$ cat src/rtl/nx_pkg.sv
// Shared constants for the mesh ingress/egress path.
// Holds the default mesh word width, host beat width and header-field
// positions that the mesh nodes decode from the first (MSB) beat.
package nx_pkg;

   localparam int NX_STREAM_WIDTH = 32;
   localparam int NX_HOST_WIDTH   = 8;

   // Header fields live in the first host beat, i.e. the word MSBs.
   localparam int NX_HDR_DEST_MSB = 31;
   localparam int NX_HDR_DEST_LSB = 28;
   localparam int NX_HDR_TYPE_MSB = 27;
   localparam int NX_HDR_TYPE_LSB = 24;

   // Packer word-assembly state: EMPTY means no beat of the current word held.
   typedef enum logic {
      PK_EMPTY   = 1'b0,
      PK_FILLING = 1'b1
   } pack_state_t;

endpackage

$ cat src/rtl/nx_fifo.sv
// Generic first-word-fall-through FIFO with valid/ready on both sides.
// Latency: a word pushed into an empty FIFO is visible at pop side the next cycle.
// Backpressure: push_ready is the registered !full flag (no path from pop_ready).
// Ports: clk_i/rst_i (sync, active-low); push_data/push_valid/push_ready;
//        pop_data/pop_valid/pop_ready; level = exact occupancy 0..DEPTH.
module nx_fifo
   import nx_pkg::*;
#(
   parameter int WIDTH = NX_STREAM_WIDTH,
   parameter int DEPTH = 4
) (
   input  logic                       clk_i,
   input  logic                       rst_i,
   input  logic [WIDTH-1:0]           push_data,
   input  logic                       push_valid,
   output logic                       push_ready,
   output logic [WIDTH-1:0]           pop_data,
   output logic                       pop_valid,
   input  logic                       pop_ready,
   output logic [$clog2(DEPTH):0]     level
);

   localparam int PW = $clog2(DEPTH);
   localparam int LW = PW + 1;
   localparam logic [LW-1:0] DEPTH_L = LW'(DEPTH);

   logic [WIDTH-1:0] mem [DEPTH];
   logic [PW-1:0]    wr_ptr;
   logic [PW-1:0]    rd_ptr;
   logic [LW-1:0]    count;
   logic [LW-1:0]    count_d;
   logic             full;
   logic             empty;
   logic             push;
   logic             pop;

   assign push = push_valid && !full;
   assign pop  = pop_ready && !empty;

   always_comb begin
      count_d = count;
      if (push && !pop) begin
         count_d = count + LW'(1);
      end else if (pop && !push) begin
         count_d = count - LW'(1);
      end
   end

   // Storage carries no reset; empty gates the output instead.
   always_ff @(posedge clk_i) begin
      if (push) begin
         mem[wr_ptr] <= push_data;
      end
   end

   // Pointers are PW bits wide so they wrap modulo DEPTH on their own.
   always_ff @(posedge clk_i) begin
      if (!rst_i) begin
         wr_ptr <= '0;
         rd_ptr <= '0;
         count  <= '0;
         full   <= 1'b0;
         empty  <= 1'b1;
      end else begin
         if (push) wr_ptr <= wr_ptr + PW'(1);
         if (pop)  rd_ptr <= rd_ptr + PW'(1);
         count <= count_d;
         full  <= (count_d == DEPTH_L);
         empty <= (count_d == '0);
      end
   end

   assign push_ready = !full;
   assign pop_valid  = !empty;
   assign pop_data   = empty ? '0 : mem[rd_ptr];
   assign level      = count;

endmodule

$ cat src/rtl/nx_ingress_packer.sv
// Packs narrow host beats (first beat in MSBs) into mesh words and queues them.
// Latency: word is valid on inbound_* the cycle after its final beat, if FIFO was empty.
// Backpressure: host_ready_o = registered !fifo_full; mesh stalls hold head word stable.
// Ports: clk_i/rst_i (sync, active-low); host_data_i/host_valid_i/host_last_i/host_ready_o;
//        inbound_data_o/inbound_valid_o/inbound_ready_i; fifo_level_o, idle_o, words_sent_o.
module nx_ingress_packer
   import nx_pkg::*;
#(
   parameter int STREAM_WIDTH = NX_STREAM_WIDTH,
   parameter int HOST_WIDTH   = NX_HOST_WIDTH,
   parameter int FIFO_DEPTH   = 4,
   parameter int COUNT_WIDTH  = 16
) (
   input  logic                          clk_i,
   input  logic                          rst_i,
   input  logic [HOST_WIDTH-1:0]         host_data_i,
   input  logic                          host_valid_i,
   input  logic                          host_last_i,
   output logic                          host_ready_o,
   output logic [STREAM_WIDTH-1:0]       inbound_data_o,
   output logic                          inbound_valid_o,
   input  logic                          inbound_ready_i,
   output logic [$clog2(FIFO_DEPTH):0]   fifo_level_o,
   output logic                          idle_o,
   output logic [COUNT_WIDTH-1:0]        words_sent_o
);

   localparam int BEATS = STREAM_WIDTH / HOST_WIDTH;
   localparam int CW    = (BEATS > 1) ? $clog2(BEATS) : 1;
   localparam logic [CW-1:0] LAST_BEAT = CW'(BEATS - 1);

   if (STREAM_WIDTH % HOST_WIDTH != 0) begin : g_bad_width
      $error("nx_ingress_packer: STREAM_WIDTH must be a multiple of HOST_WIDTH");
   end
   if ((FIFO_DEPTH < 2) || ((FIFO_DEPTH & (FIFO_DEPTH - 1)) != 0)) begin : g_bad_depth
      $error("nx_ingress_packer: FIFO_DEPTH must be a power of two >= 2");
   end

   pack_state_t              state_q;
   pack_state_t              state_d;
   logic [CW-1:0]            cnt_q;
   logic [CW-1:0]            cnt_d;
   logic [STREAM_WIDTH-1:0]  part_q;
   logic [STREAM_WIDTH-1:0]  part_d;
   logic [STREAM_WIDTH-1:0]  word;
   logic                     accept;
   logic                     push;
   logic                     fifo_ready;
   logic [COUNT_WIDTH-1:0]   sent_q;

   assign host_ready_o = fifo_ready;
   assign accept       = host_valid_i && host_ready_o;

   // Current partial word with the incoming beat dropped into its slot.
   always_comb begin
      word = part_q;
      for (int k = 0; k < BEATS; k++) begin
         if (cnt_q == CW'(k)) begin
            word[STREAM_WIDTH-1-k*HOST_WIDTH -: HOST_WIDTH] = host_data_i;
         end
      end
   end

   always_comb begin
      state_d = state_q;
      cnt_d   = cnt_q;
      part_d  = part_q;
      push    = 1'b0;
      if (accept) begin
         if ((cnt_q == LAST_BEAT) || host_last_i) begin
            // Unfilled beats stay zero because part_q only ever holds filled slots.
            push    = 1'b1;
            cnt_d   = '0;
            part_d  = '0;
            state_d = PK_EMPTY;
         end else begin
            cnt_d   = cnt_q + CW'(1);
            part_d  = word;
            state_d = PK_FILLING;
         end
      end
   end

   always_ff @(posedge clk_i) begin
      if (!rst_i) begin
         state_q <= PK_EMPTY;
         cnt_q   <= '0;
         part_q  <= '0;
      end else begin
         state_q <= state_d;
         cnt_q   <= cnt_d;
         part_q  <= part_d;
      end
   end

   // push only fires when host_ready_o (= FIFO not full), so it is never dropped.
   nx_fifo #(
      .WIDTH (STREAM_WIDTH),
      .DEPTH (FIFO_DEPTH)
   ) u_fifo (
      .clk_i      (clk_i),
      .rst_i      (rst_i),
      .push_data  (word),
      .push_valid (push),
      .push_ready (fifo_ready),
      .pop_data   (inbound_data_o),
      .pop_valid  (inbound_valid_o),
      .pop_ready  (inbound_ready_i),
      .level      (fifo_level_o)
   );

   always_ff @(posedge clk_i) begin
      if (!rst_i) begin
         sent_q <= '0;
      end else if (inbound_valid_o && inbound_ready_i && (sent_q != '1)) begin
         sent_q <= sent_q + COUNT_WIDTH'(1);
      end
   end

   assign words_sent_o = sent_q;
   assign idle_o       = !inbound_valid_o && (state_q == PK_EMPTY);

endmodule

$ cat config.mk
export PLATFORM = sky130hd
export DESIGN_NAME = nx_ingress_packer
export DESIGN_NICKNAME = d
export VERILOG_FILES = /design/src/rtl/nx_pkg.sv /design/src/rtl/nx_fifo.sv /design/src/rtl/nx_ingress_packer.sv
export SDC_FILE = /design/constraint.sdc
export NUM_CORES = 1
export LEC_CHECK = 0
export ABC_AREA = 1
export BUFFER_PORTS_ARGS = -buffer_cell sky130_fd_sc_hd__buf_2
export CAP_MARGIN = 20
export CELL_PAD_IN_SITES_DETAIL_PLACEMENT = 0
export CELL_PAD_IN_SITES_GLOBAL_PLACEMENT = 2
export CORE_AREA = 2 2 156 158
export DETAILED_ROUTE_END_ITERATION = 10
export DIE_AREA = 0 0 158 160
export GPL_ROUTABILITY_DRIVEN = 0
export HOLD_SLACK_MARGIN = 0.02
export PLACE_DENSITY = 0.7
export SYNTH_ARGS = -nofsm -noshare
export SYNTH_HDL_FRONTEND = slang
export SYNTH_HIERARCHICAL = 1
export SYNTH_SLANG_ARGS = --single-unit
$ cat constraint.sdc
create_clock -name clk_i -period 3.1 [get_ports clk_i]
set_input_delay 0.31 -clock clk_i [delete_from_list [all_inputs] [get_ports clk_i]]
set_output_delay 0.31 -clock clk_i [all_outputs]
set_load 0.01 [all_outputs]
==> results.cfg, run 1 <==
[placement]
post-place-ws_ns = 0.838
port_buffers = 66
dpl.hpwl_um = 11700

[synth]
ys.flop_type = edfxtp_1
synth-seq-cells = 190
yosysTopAreaCell = edfxtp_1
synth_top_cell_area_share_pct = 47.0
syn_area_um2 = 8170
post-synth-top-count-cell = nor2_1
synth_edf_count = 128
synthCells = 820
async_flop_share_pct = 0
synth_commonest_cells = 178 x nor2_1, 139 x nand2_1, 128 x edfxtp_1
seq_area_frac_synth_pct = 62.2
synth.net_count = 844
avgSynthCellArea_um2 = 9.96
yosysWarnings = 6
ys_top_cells_by_area = edfxtp_1 47%, dfxtp_1 15%, nor2_1 8.2%, nand2_1 6.4%, a21oi_1 5.0%
synth.distinct_cells = 31

[clock_tree]
cts_tree = yes
cts_made_buffers = 17
post_cts_resize_count = 0
clkSinkCount = 190
hold_buffers = 0
cts-root-buf = clkbuf_16
htree_levels = 4
cts.clk_slew.worst_paths_ns = 0.07
max-clock-path-buffers = 2
clkLatencyLatePin_ns = 0.44
post_cts_buffers = 0

[global_routing]
grt_pass1_vias = 5554
grt_overflow = 0
grt.total_usage_pct = 15.1
grt_pass1_wl_um = 29600
antenna_found_initial = 0
grt_max_degree = 65

[routing]
ant_nets = 0
vias_per_cell = 4.68
totalWireLength_um = 18400
firstDrtPassIters = 6
drc = 0
dr.first_iter.drc_count = 343
vias = 5682
routedWlPerCell_um = 15.1

[power]
power_density_nw_per_um2 = 671
power_frac_seq_pct = 46.0
p_switching_uw = 1840
pwr-share-comb_pct = 18.7
swShare_pct = 29.2
p_int_uw = 4450
power_leakage_uw = 0.00351
report.power.total_uw = 6290
clockPowerShare_pct = 35.3
vdd_ir_drop_max_uv = 425

[sta]
setup_viol = 0
setup_ws_ns = 0.743
post-route-period-util_pct = 76.0
worst_pin_slew_ns = 0.725
hold_slack_ns = 0.267
rsz0062_at_grt = no
maxSlewHeadroom_pct = 51.7
finalMaxSlewViolations = 0
fmax_mhz = 424
hold_viol = 0
skew_ns = 0.0141
tns_ns = 0
fin_crit_ns = 2.36

[min_path]
hold_path_class = in2reg

[critical_path]
crit_path_end_kind = output port
cp_data_required_time_ns = 2.79
cp.arrival_ns = 2.05
startpoint_type = flip-flop
criticalPathCategory = reg2out
crit_path_max_fanout = 64
crit_top_cell = nor2_1
path_cells = buf_4 -> nor2_1 -> nor2_1 -> o21ai_1 -> a21oi_1 -> buf_2
cp_slowest_cell = buf_4
critPathMaxStageDelay_ns = 0.58

[cells_and_area]
diodes = 0
syn_to_final_growth_pct = 14.7
nets = 901
layout-drive-gt1-share_pct = 18.0

[floorplanning]
ios = 67
die_w_um = 158
dieHeight_um = 160
rows = 57
initial_core_util_pct = 34.3
coreArea_um2 = 23800
dieArea_um2 = 25300

[flow_run]
max-cap-violations = 0

[outcome]
status = complete, no violations
[kinds of logic (layout without fill, tap and decap cells)]
family,after synthesis,after routing,share of synthesized area [%]
adders and majority gates,11,11,1.68
and+or+nand+nor,361,361,18.3
AOI/OAI and AO/OA,155,155,9.60
buffers and inverters,78,148,4.79
muxes,24,24,3.31
DFF,190,190,62.2
xor gates and xnor gates,1,1,0.107
[through the flow]
stage	utilization (%)	instance area [µm²]	cells
6_report	39.4	9380	1214
4_1_cts	39.3	9360	1213
3_5_place_dp	36.8	8750	1181
5_1_grt	39.4	9380	1214
3_3_place_gp	36.8	8750	1181
2_1_floorplan	-	8170	820
[sequential cells by signal (all words and copies together), names as in the netlist, named ones only]
| signal | count |
|---|---|
| cnt_q | 2 |
| part_q | 32 |
| state_q | 1 |
| u_fifo/empty | 1 |
| u_fifo/full | 1 |
| u_fifo/level | 3 |
| u_fifo/mem | 128 |
| u_fifo/rd_ptr | 2 |
| u_fifo/wr_ptr | 2 |
| words_sent_o | 16 |
[area by class of cell]
cell class / count / area, µm²
Fill cell: 2367 / 14400
Sequential cell: 190 / 5090
Multi-Input combinational cell: 552 / 2700
Timing Repair Buffer: 79 / 435
Clock buffer: 18 / 429
Tap cell: 324 / 405
Clock inverter: 14 / 176
Inverter: 37 / 139
[worst max-delay path, delay by kind of cell, from the launching register on]
family / cells / cell delay [ns]
simple gates: 2 / 0.21
flops: 1 / 0.34
compound gates: 2 / 0.29
buf+inv: 2 / 0.76
[path summary, 6_finish.rpt]
path	startpoint	end	slack (ns)	cells past startpoint
setup / recovery	flip-flop	inbound_data_o[30]	0.74	6
hold / removal	host_last_i	state_q$_SDFFE_PN0P_	0.27	4
setup reg to reg	cnt_q[1]$_SDFFE_PN0P_	u_fifo/mem[1][16]$_DFFE_PP_	0.86	6
hold reg to reg	part_q[29]$_SDFFE_PN0P_	part_q[29]$_SDFFE_PN0P_	0.46	2
[power groups by stage]
stage,Combinational (µW),Clock (µW),Sequential (µW)
final,1180,2220,2900
after global routing,1350,2370,2910
after CTS,1200,2280,2900
after detailed placement,1200,0,2950
after global placement,1170,0,2950
after floorplan,826,0,2950
[layer usage]
metal | part of all wire, % | track usage (%)
met1 | 45 | 19.6
met2 | 50 | 25.7
met3 | 4.2 | 2.88
met4 | 1.5 | 4.67
met5 | 0 | 0
[cell usage in the layout (no fill, tap or decap), drive strengths merged, types with 3 or more instances in the layout]
master and count:
nand3 26, dfxtp 62, nand2 146, o21ai 70, a21oi 83, nor2 183, clkinv 3, edfxtp 128
clkbuf 18, buf 79, ha 11, clkinvlp 3, mux2 24, inv 43
Note: power is estimated with default switching activity, not from simulation.
==> inputs of run 2 (changes only) <==
Settings changed: PLACE_DENSITY 0.7 to 0.73.
Clock period 3.1 ns to 2.1 ns, I/O delays scaled along.
==> run 2 against run 1 <==
Compared with the run above: design area is 1.4% higher; clock power grew 41%; critical path type unchanged; non-clock buffer count increased by 9; sequential share of layout area decreased by 0.74 points; critical endpoint is now inbound_data_o[8]; power is 47% higher; flip-flop and latch count stayed put; critical path depth is 1 lower; via count increased by 0.63%; setup slack got worse by 0.60 ns; register-to-register slack worse by 0.49 ns.
==> results.cfg, run 2 (synthesis gave the netlist of run 1 again) <==
[floorplanning]
dieArea_um2 = 25300
rows = 57
die_w_um = 158
dieHeight_um = 160
ios = 67
coreArea_um2 = 23800
initial_core_util_pct = 34.3

[sta]
rsz0062_at_grt = no
finalMaxSlewViolations = 0
fmax_mhz = 511
maxSlewHeadroom_pct = 64.5
fin_crit_ns = 1.96
worst_pin_slew_ns = 0.532
post-route-period-util_pct = 93.2
hold_viol = 0
skew_ns = 0.0183
setup_viol = 0

[clock_tree]
clkSinkCount = 190
clkLatencyLatePin_ns = 0.44
cts.clk_slew.worst_paths_ns = 0.08
hold_buffers = 0
htree_levels = 4
cts_tree = yes
max-clock-path-buffers = 2
cts-root-buf = clkbuf_16
cts_made_buffers = 17

[power]
swShare_pct = 30.7
pwr-share-comb_pct = 19.7
p_switching_uw = 2840
clockPowerShare_pct = 33.8
p_int_uw = 6420
vdd_ir_drop_max_uv = 560
power_density_nw_per_um2 = 973
power_frac_seq_pct = 46.4
power_leakage_uw = 0.00357

[outcome]
status = complete, no violations

[cells_and_area]
fin_cells = 1223
mostFrequentLayoutCell = nor2_1
final_cell_mix = 174 x nor2_1, 139 x nand2_1, 128 x edfxtp_1
diodes = 0
layout-drive-gt1-share_pct = 18.8
syn_to_final_growth_pct = 16.4
finish.utilization_pct = 39.9
largest_reg_flops = 128
largest-register = u_fifo/mem
nets = 910
fillCellCount = 2396

[routing]
drc = 0
totalWireLength_um = 19500
routedWlPerCell_um = 15.9
dr.first_iter.drc_count = 294
routed.top_layer = met4
met1Wirelength_um = 9340
firstDrtPassIters = 5
met2WireLength_um = 9240
wl_met3_um = 654
vias = 5718
vias_per_cell = 4.68
ant_nets = 0

[placement]
dp_cells = 1189
port_buffers = 66
dpl.hpwl_um = 12200

[global_routing]
grt_max_degree = 39
grt_pass1_vias = 5619
grt.total_usage_pct = 16.1
grt_pass1_wl_um = 31100
grt_overflow = 0
antenna_found_initial = 0

[critical_path]
cp_slowest_cell = dfxtp_4
cp_data_required_time_ns = 1.89
criticalPathCategory = reg2out
critPathMaxStageDelay_ns = 0.47
startpoint_type = flip-flop
crit_path_end_kind = output port
worstReg2RegStart = cnt_q[1]$_SDFFE_PN0P_
path_cells = inv_2 -> buf_12 -> o21ai_0 -> a21oi_1 -> buf_2
crit_path_max_fanout = 38
cp.arrival_ns = 1.75

[flow_run]
max-cap-violations = 0

[min_path]
hold_path_class = in2reg
hold_start = rst_i
[run 2: final timing paths]
| check | to | slack (ns) | depth (start not counted) |
|---|---|---|---|
| setup / recovery | inbound_data_o[8] | 0.14 | 5 |
| setup reg to reg | u_fifo/mem[1][4]$_DFFE_PP_ | 0.37 | 6 |
| hold / removal | u_fifo/wr_ptr[1]$_SDFFE_PN0P_ | 0.07 | 3 |
| hold reg to reg | part_q[20]$_SDFFE_PN0P_ | 0.46 | 2 |
[run 2: critical path, delay by kind of cell, from the launching register on]
kind                   cells  cell delay [ns]
AOI/OAI and AO/OA          2             0.40
buffers and inverters      3             0.44
DFF                        1             0.47
[run 2: cell type report]
| type | count | area, µm² | area share, % |
|---|---|---|---|
| multi-input combinational | 552 | 2720 | 28.6 |
| sequential | 190 | 5090 | 53.5 |
| inverter | 37 | 139 | 1.46 |
| clock buffer | 18 | 429 | 4.51 |
| clock inverter | 14 | 145 | 1.53 |
| tap | 324 | 405 | 4.26 |
| timing repair buffer | 88 | 578 | 6.08 |
[run 2: repair_timing]
| action | in CTS | in global routing |
|---|---|---|
| endpoints found under the setup margin | 21 | 8 |
| setup buffers | 0 | 2 |
| resized for setup | 2 | 1 |
[run 2: metal layers]
metal,track usage (%),up-vias
met5,0,-
met4,5.20,0
met3,3.26,19
met2,26.1,107
met1,21.7,2697
li1,-,2895
[run 2: stage by stage]
| stage | total power, µW | hold slack (ns) | TNS, ns | cell area, µm² | setup slack [ns] |
|---|---|---|---|---|---|
| floorplan | 5580 | 0.279 | -34.23 | 8180 | -0.267 |
| global route | 9770 | 0.0744 | 0 | 9510 | 0.0112 |
| CTS | 9380 | 0.0670 | 0 | 9490 | 0.0813 |
| global placement | 6220 | 0.450 | 0 | 8910 | 0.370 |
| detailed placement | 6230 | 0.454 | 0 | 8910 | 0.358 |
| finish | 9260 | 0.0734 | 0 | 9510 | 0.143 |
[run 2: power by group through the flow]
stage          registers, µW  clock network, µW  logic [µW]
2_1_floorplan           4350                  0        1220
3_3_place_gp            4380                  0        1840
3_5_place_dp            4380                  0        1840
4_1_cts                 4300               3230        1850
5_1_grt                 4320               3390        2060
6_report                4300               3130        1830
==> inputs of run 3 (changes only) <==
--- a/config.mk
+++ b/config.mk
@@ -17,3 +17,3 @@
 export HOLD_SLACK_MARGIN = 0.02
-export PLACE_DENSITY = 0.73
+export PLACE_DENSITY = 0.8
 export SYNTH_ARGS = -nofsm -noshare
--- a/constraint.sdc
+++ b/constraint.sdc
@@ -3,2 +3,2 @@
 set_output_delay 0.21 -clock clk_i [all_outputs]
-set_load 0.01 [all_outputs]
+set_load 0.1 [all_outputs]
==> run 3 against run 2 <==
Compared with the run above: register-to-register slack improved by 0.03 ns; clock-buffer cell count decreased by 1; non-clock buffer count unchanged; clock power up 7.3%; setup slack worse by 0.035 ns; via count is the same; combinational power is 140% higher; global-route usage is 0.16 points lower; maximum frequency fell by 1.8%; final cell count unchanged; critical path depth increased by 1; largest power group is now combinational logic.
==> results.cfg, run 3 (synthesis gave the netlist of run 1 again) <==
[cells_and_area]
mostFrequentLayoutCell = nor2_1
fin_area_um2 = 10200
layout-drive-gt1-share_pct = 23.0
largest_reg_flops = 128
syn_to_final_growth_pct = 25.0
nets = 910
final_cell_mix = 172 x nor2_1, 139 x nand2_1, 128 x edfxtp_1
largest-register = u_fifo/mem
diodes = 0

[critical_path]
criticalPathCategory = reg2out
crit_path_end_kind = output port
critPathBufInv = 2
path_cells = buf_4 -> nor2_1 -> nor2_1 -> o21ai_0 -> a21oi_2 -> buf_12
crit_family = buffers and inverters
crit_top_cell = nor2_1
startpoint_type = flip-flop
cp_data_required_time_ns = 1.89
cp_num_cells = 6
cp.arrival_ns = 1.78
cp_slowest_cell = dfxtp_4
critPathMaxStageDelay_ns = 0.40
r2r_cells = 6
crit_path_max_fanout = 11

[sta]
skew_ns = 0.0113
fin_crit_ns = 1.99
maxSlewHeadroom_pct = 53.8
tns_ns = 0
post-route-period-util_pct = 94.9
hold_viol = 0
finalMaxSlewViolations = 0
fmax_mhz = 502
worst_pin_slew_ns = 0.693
setup_ws_ns = 0.108
rsz0062_at_grt = no
setup_viol = 0

[min_path]
hold_path_class = in2reg
hold_depth = 4

[routing]
dr.first_iter.drc_count = 326
routed.top_layer = met4
vias = 5718
vias_per_cell = 4.68
routedWlPerCell_um = 15.5
met1Wirelength_um = 8590
wl_met3_um = 553
firstDrtPassIters = 4
ant_nets = 0
met2WireLength_um = 9690
totalWireLength_um = 19000
drc = 0

[clock_tree]
hold_buffers = 0
cts-root-buf = clkbuf_16
clkLatencyLatePin_ns = 0.44
htree_levels = 4
cts.clk_slew.worst_paths_ns = 0.08
cts_made_buffers = 17
clkSinkCount = 190
cts_tree = yes
max-clock-path-buffers = 2

[power]
power_leakage_uw = 0.00373
power_density_nw_per_um2 = 1180
vdd_ir_drop_max_uv = 578

[global_routing]
grt.total_usage_pct = 16.0
grt_pass1_vias = 5707
antenna_found_initial = 0
grt_max_degree = 37
grt_pass1_wl_um = 30900
grt_overflow = 0

[floorplanning]
ios = 67
die_w_um = 158
dieArea_um2 = 25300
dieHeight_um = 160
coreArea_um2 = 23800
initial_core_util_pct = 34.3
rows = 57

[placement]
post-place-ws_ns = 0.398
dpl.hpwl_um = 12200
port_buffers = 66
placed_cell_area_um2 = 9560

[flow_run]
max-cap-violations = 0

[outcome]
status = complete, no violations
## run 3: cell types whose count changed in the layout (fill, tap and decap cells not counted), sizes merged
cell	previous run	this run
bufinv	0	1
clkinvlp	2	0
inv	45	43
clkinv	4	8
clkbuf	18	17
## run 3: path summary, 6_finish.rpt
path / from / end / slack, ns
setup / recovery: flip-flop / inbound_data_o[5] / 0.11
setup reg to reg: cnt_q[1]$_SDFFE_PN0P_ / u_fifo/mem[1][0]$_DFFE_PP_ / 0.40
hold reg to reg: part_q[24]$_SDFFE_PN0P_ / part_q[24]$_SDFFE_PN0P_ / 0.46
hold / removal: inbound_ready_i / u_fifo/rd_ptr[0]$_SDFFE_PN0P_ / 0.23
## run 3: layout make-up
| cell class | instances | area, µm² |
|---|---|---|
| well taps | 324 | 405 |
| flip-flops and latches | 190 | 5090 |
| inverters | 37 | 149 |
| repair buffers | 88 | 1070 |
| fillers | 2294 | 13600 |
| clock inverters | 15 | 210 |
| multi-input cells | 552 | 2860 |
| clock buffers | 17 | 425 |
## run 3: per-stage QoR
step / utilization (%) / std cells / total power (µW) / hold WS, ns
2_1_floorplan: - / 820 / 7460 / 0.279
3_3_place_gp: 40.0 / 1190 / 8840 / 0.449
3_5_place_dp: 40.1 / 1191 / 8860 / 0.453
4_1_cts: 42.8 / 1223 / 12200 / 0.213
5_1_grt: 42.9 / 1223 / 12600 / 0.247
6_report: 42.9 / 1223 / 12100 / 0.227
## run 3: per-layer routing
layer / GRT usage [%] / vias up
li1: - / 2898
met1: 20.3 / 2730
met2: 27.8 / 78
met3: 2.96 / 12
met4: 4.10 / 0
met5: 0 / -
## run 3: what timing repair did
item / CTS / global route
setup buffers: 0 / 0
resized for setup: 2 / 5
setup endpoints to repair: 24 / 18
cloned: 0 / 0
pin swaps: 0 / 1
## run 3: tightest hold or removal path, stage by stage
cell and delay [ns]:
buf_2 0.11, inv_1 0.09, nor2_8 0.13, a21oi_1 0.08
## run 3: power by group
part | internal (µW) | switching (µW) | total, µW | leakage, µW
clock network | 1740 | 1620 | 3360 | 0.000307
registers | 4200 | 90.8 | 4290 | 0.00169
logic | 1310 | 3150 | 4460 | 0.00173
